[config.mk]
export PLATFORM = sky130hd
export DESIGN_NAME = serializador_bits
export DESIGN_NICKNAME = d
export VERILOG_FILES = /design/src/rtl/serializador_bits.sv
export SDC_FILE = /design/constraint.sdc
export NUM_CORES = 1
export LEC_CHECK = 0
export CAP_MARGIN = 25
export CORE_MARGIN = 2
export CORE_UTILIZATION = 40
export DETAILED_ROUTE_END_ITERATION = 7
export PLACE_DENSITY = 0.68
export SLEW_MARGIN = 40
export SYNTH_ARGS = -nofsm -noshare
export SYNTH_HDL_FRONTEND = slang
export SYNTH_SLANG_ARGS = --single-unit
[constraint.sdc]
create_clock -name clk -period 1.5 [get_ports clk]
set_input_delay 0.375 -clock clk [delete_from_list [all_inputs] [get_ports clk]]
set_output_delay 0.375 -clock clk [all_outputs]
set_load 0.01 [all_outputs]
[src/rtl/serializador_bits.sv]
// Parallel-to-serial front end feeding the serial sequence detector: LARGURA-bit words in
// over valid/ready, one bit per clock out. Define SERIAL_PARIDADE_EN to append an even-parity bit.
module serializador_bits #(
    parameter int LARGURA      = 8,
    parameter int MSB_PRIMEIRO = 1
) (
    input  logic               clk,
    input  logic               rst,
    input  logic [LARGURA-1:0] dado,
    input  logic               valido,
    output logic               pronto,
    output logic               bit_out,
    output logic               bit_valido,
    output logic               ocupado
);

`ifdef SERIAL_PARIDADE_EN
    localparam int F = LARGURA + 1;
`else
    localparam int F = LARGURA;
`endif
    localparam int CW = $clog2(F + 1);
    localparam logic [CW-1:0] ULTIMO_IDX = CW'(F - 1);

    typedef enum logic {
        OCIOSO,
        DESLOCA
    } estado_t;

    estado_t       estado_reg, estado_next;
    logic [F-1:0]  desloc_reg, desloc_next;
    logic [CW-1:0] cont_reg, cont_next;
    logic          bit_valido_reg, bit_valido_next;
    logic          ocupado_reg, ocupado_next;

    logic [F-1:0]  carga;
    logic [F-1:0]  deslocado;
    logic          ultimo;
    logic          aceita;

`ifdef SERIAL_PARIDADE_EN
    logic paridade;
    assign paridade = ^dado;
    // Parity rides in the register as the bit shifted out after the data.
    assign carga = (MSB_PRIMEIRO != 0) ? {dado, paridade} : {paridade, dado};
`else
    assign carga = dado;
`endif

    // Zeros are shifted in so the register is empty once the frame has drained.
    assign deslocado = (MSB_PRIMEIRO != 0) ? {desloc_reg[F-2:0], 1'b0}
                                           : {1'b0, desloc_reg[F-1:1]};

    assign ultimo = (estado_reg == DESLOCA) && (cont_reg == ULTIMO_IDX);
    assign pronto = (estado_reg == OCIOSO) || ultimo;
    assign aceita = valido && pronto;

    always_comb begin
        estado_next     = estado_reg;
        desloc_next     = desloc_reg;
        cont_next       = cont_reg;
        bit_valido_next = bit_valido_reg;
        ocupado_next    = ocupado_reg;
        if (aceita) begin
            // Also covers the last-bit reload, giving gap-free back-to-back frames.
            estado_next     = DESLOCA;
            desloc_next     = carga;
            cont_next       = '0;
            bit_valido_next = 1'b1;
            ocupado_next    = 1'b1;
        end else if (ultimo) begin
            estado_next     = OCIOSO;
            desloc_next     = '0;
            cont_next       = '0;
            bit_valido_next = 1'b0;
            ocupado_next    = 1'b0;
        end else if (estado_reg == DESLOCA) begin
            desloc_next = deslocado;
            cont_next   = cont_reg + CW'(1);
        end
    end

    always_ff @(posedge clk or posedge rst) begin
        if (rst) begin
            estado_reg     <= OCIOSO;
            desloc_reg     <= '0;
            cont_reg       <= '0;
            bit_valido_reg <= 1'b0;
            ocupado_reg    <= 1'b0;
        end else begin
            estado_reg     <= estado_next;
            desloc_reg     <= desloc_next;
            cont_reg       <= cont_next;
            bit_valido_reg <= bit_valido_next;
            ocupado_reg    <= ocupado_next;
        end
    end

    // Head of the shift register is a flop bit, and it is zero whenever the line is idle.
    assign bit_out    = (MSB_PRIMEIRO != 0) ? desloc_reg[F-1] : desloc_reg[0];
    assign bit_valido = bit_valido_reg;
    assign ocupado    = ocupado_reg;

endmodule

---- Word level (Yosys, flattened, before mapping) ----
Cells that the tools add are included.
word-level totals
  register bits after elaboration ......... 13
  latch bits .............................. 0
  memory bits (writable) .................. 0
  ROM bits ................................ 0
  input port bits ......................... 11
  output and inout bits ................... 4
  logic and storage cells ................. 19
  memories ................................ 0
cells by class
  add/subtract/negate cells ............... 1
  $mul .................................... 0
  div/mod/pow operators ................... 0
  magnitude comparators ................... 0
  equal/unequal tests ..................... 1
  shift-type cells ........................ 0
  multiplexer cells ....................... 8
  bitwise logic cells ..................... 1
  reduce and logical (&&, ||, !) cells .... 5
operator list
  operator               count
  $mux W8                3
  $mux W4                3
  $add A4 B1 Y4 const B  1
  $eq A4 B3 Y1 const B   1
  $reduce_bool A3 Y1     1
  $logic_and A1 B1 Y1    2
  $mux W1                2
  $reduce_bool A2 Y1     1
  $logic_or A1 B1 Y1     1
  $not A1 Y1             1

---- Longest topological paths before layout ----
  word-level depth ........................ 5
  mapped depth ............................ 5

---- Least setup slack after synthesis ----
OpenSTA, ideal clock, no wires.
  path kind ............................... flip-flop to flip-flop
  start ................................... reg cont_reg[0]
  end ..................................... reg desloc_reg[1]
  setup time .............................. 0.126 ns
  data arrival time ....................... 1.208 ns
  data required time ...................... 1.374 ns
  path slack .............................. 0.166 ns
  cell stages (with the launch flop) ...... 5
  path buffers ............................ 1
  path through ............................ dfrtp_1 -> ha_1 -> and4b_1 -> buf_6 -> a221o_1
on the way
  longest elaborated chain between the ends .. 5
RTL lines
  item                                                            RTL line  RTL
  start, declared                                                 32        logic [CW-1:0] cont_reg, cont_next;
  start signal, assigned                                          93        cont_reg <= cont_next;
  $eq A4 B3 Y1 *                                                  54        assign ultimo = (estado_reg == DESLOCA) && (cont_reg == ULTIMO_IDX);
  $logic_and A1 B1 Y1 *                                           54
  $logic_or A1 B1 Y1                                              55        assign pronto = (estado_reg == OCIOSO) || ultimo;
  $logic_and A1 B1 Y1                                             56        assign aceita = valido && pronto;
  $reduce_bool A3 Y1 (no source line) or $mux W8 (tied branches)  n/a
  end signal, assigned                                            92        desloc_reg <= desloc_next;
  end, declared                                                   31        logic [F-1:0] desloc_reg, desloc_next;
Every way passes the cells marked *; elsewhere a longest branch is shown, timed or not.
A chain may end at the register's enable or synchronous reset.

---- Worst setup path in the final report ----
  start ................................... reg cont_reg[1]
  end ..................................... out pronto
on the way
  longest elaborated chain between the ends .. 3
RTL lines
  item                 RTL line  RTL
  $eq A4 B3 Y1         54
  $logic_and A1 B1 Y1  54
  $logic_or A1 B1 Y1   55
  end, declared        11        output logic pronto,
No other way between the ends.

==> flow_summary.ini <==
[placed_design]
portBuffers = 14
place_congestion = 0.720
dpl_worst_slack_ns = -0.244
place_area_sq_um = 915
dp_hpwl_microns = 1110

[finish]
final_nets = 109
syn_to_final_growth_pct = 44.8
largest_reg_flops = 8
drive_gt1_share_pct = 30.2
n_antenna_cell = 0
fin_area_sq_um = 982

[floorplanning]
die_w_microns = 45.2
start_util_pct = 44.0
dieArea_sq_mm = 0.00204
core_area_sq_mm = 0.00154
num_io_pins = 15
rows = 14
die_height_microns = 45.2

[drt]
drt-initial-drc-count = 20
first_pass_iters = 4
wl_per_cell_microns = 14.7
ant_nets = 0
num_vias = 612
drcViolationCount = 0
drt_wl_total_microns = 1650
routed_via_density = 5.46

[sta]
final-hold-violation-count = 0
fin_crit_sh_pct = 108
timing.final.ws_setup_ns = -0.126
tightest_slew_ns = 0.229
clock_skew_ns = 0.000773
rsz0062_at_grt = yes
max_freq_ghz = 0.615
slew_headroom_pct = 84.7
slew_viol_final = 0
setup_viol = 1
min_period_ns = 1.63

[synthesis]
synth_nets = 75
synth.avg_cell_area_sq_um = 10.8
async_flop_share_pct = 100
yosysWarnings = 0
netlist-cell-type-count = 20
yosysSeqAreaShare_pct = 48.0
syn_inst = 63
synth_edf_count = 0
synth_top_area_share_pct = 48.0
synthesis.area_sq_um = 678
synth_commonest_cells = 13 x dfrtp_1, 8 x mux2i_1, 8 x nor2_1, 7 x a221o_1, 7 x nand2_1
yosys-top-cells-area = dfrtp_1 48%, mux2i_1 12%, a221o_1 10%, nor2_1 4.4%, nand2_1 3.9%
synth_seq_cells = 13
ys.flop_type = dfrtp_1
synth_top_area_cell = dfrtp_1
yosysMostFrequentCell = dfrtp_1

[critical_path]
end_kind = output port
crit_required_ns = 1.12
crit_path_start = cont_reg[1]
arrival_ns = 1.25
worstSetupPathType = register to output port
start_kind = register
r2r_start = cont_reg[1]
crit_path_max_fanout = 2

[global_routing]
grt_max_degree = 14
grt_pass1_vias = 636
grt_usage_pct = 19.5
overflow = 0
grt_pass1_wl_microns = 2780
antenna_found_initial = 0

[clock_tree]
htree_levels = 1
clkSinkCount = 13
tritoncts.num_buffers = 3
ctsLongestPathBuffers = 2
path_clk_slew_ns = 0.08
tritoncts = built
root_buffer = clkbuf_4
ctsHoldBuffers = 0
clkLatencyLatePin_ns = 0.29

[power_and_ir_drop]
power.leakage_nw = 0.475
vdd_drop_max_uv = 1060
p_per_area_mw_per_mm2 = 1650

[job]
drv_cap = 0

[min_path]
hold_class = input port to async pin

[run_status]
status = complete, but fails checks
violations = setup timing
-- final timing paths --
check	to	slack (ns)	cells after the start
max reg2reg	desloc_reg[1]	0.06	4
min reg2reg	desloc_reg[2]	0.52	1
max in group asynchronous	cont_reg[0]	0.98	3
min in group clk	desloc_reg[2]	0.52	1
max	pronto	-0.13	5
min	cont_reg[3]	0.36	3
-- cells in the final DEF (no fill, tap or decap), drive strengths merged --
master,n
buf,20
dfrtp,13
clkdlybuf4s50,10
mux2i,8
nor2,8
nand2,8
a221o,7
o21ai,4
clkbuf,4
clkdlybuf4s15,2
inv,2
o21a,1
and4b,1
nand2b,1
and3,1
nand4b,1
o211ai,1
or2b,1
xor2,1
ha,1
dlygate4sd2,1
-- critical path, stage by stage (launching register included) --
cell and delay [ns]:
dfrtp_1 0.36, ha_2 0.19, nand2_2 0.06, o21a_4 0.19, inv_2 0.06, buf_6 0.09
-- per-layer routing --
metal  vias to the layer above  part of all wire (%)  track usage, %
met5                         -                     0               0
met4                         0                   1.8            11.2
met3                         3                   6.1            3.60
met2                        24                    51            32.6
met1                       293                    41            23.2
li1                        292                     -               -
-- final cells by class --
class | count | area [sq um]
fill | 140 | 559
sequential | 13 | 325
multi-input combinational | 44 | 320
timing repair buffer | 33 | 283
clock buffer | 4 | 26.3
tap | 16 | 20.0
inverter | 2 | 7.51
-- stage by stage --
step | std cells | setup TNS (ns) | utilization, % | hold WS, ns | total power, mW
after floorplan | 63 | 0 | - | 0.252 | 0.962
after global placement | 103 | -1.97 | 59.3 | 0.498 | 1.28
after detailed placement | 103 | -2.04 | 59.3 | 0.497 | 1.30
after CTS | 110 | -0.109 | 62.5 | 0.373 | 1.56
after global routing | 112 | -0.165 | 63.7 | 0.378 | 1.73
final | 112 | -0.126 | 63.7 | 0.361 | 1.62
-- where the power goes --
part / switching, mW / total (mW) / leakage (nW) / internal, mW
logic: 0.337 / 0.816 / 0.294 / 0.478
registers: 0.0788 / 0.565 / 0.165 / 0.487
clock network: 0.133 / 0.237 / 0.0150 / 0.104
-- repair_timing --
| action | in CTS | in global routing |
|---|---|---|
| gates resized for setup | 10 | 3 |
| endpoints found under the setup margin | 4 | 9 |
| buffers inserted | 3 | 2 |
| pin swaps | 2 | 0 |
-- cells by family (layout without fill, tap and decap cells) --
| logic type | Yosys count | count (layout) | synth area share [%] |
|---|---|---|---|
| compound gates | 13 | 13 | 16.6 |
| buf+inv | 6 | 39 | 5.35 |
| flops | 13 | 13 | 48.0 |
| fa+ha+maj | 1 | 1 | 1.84 |
| xor+xnor | 1 | 1 | 1.29 |
| mux | 8 | 8 | 11.8 |
| simple gates | 21 | 21 | 15.1 |
Note: power is estimated with default switching activity, not from simulation.
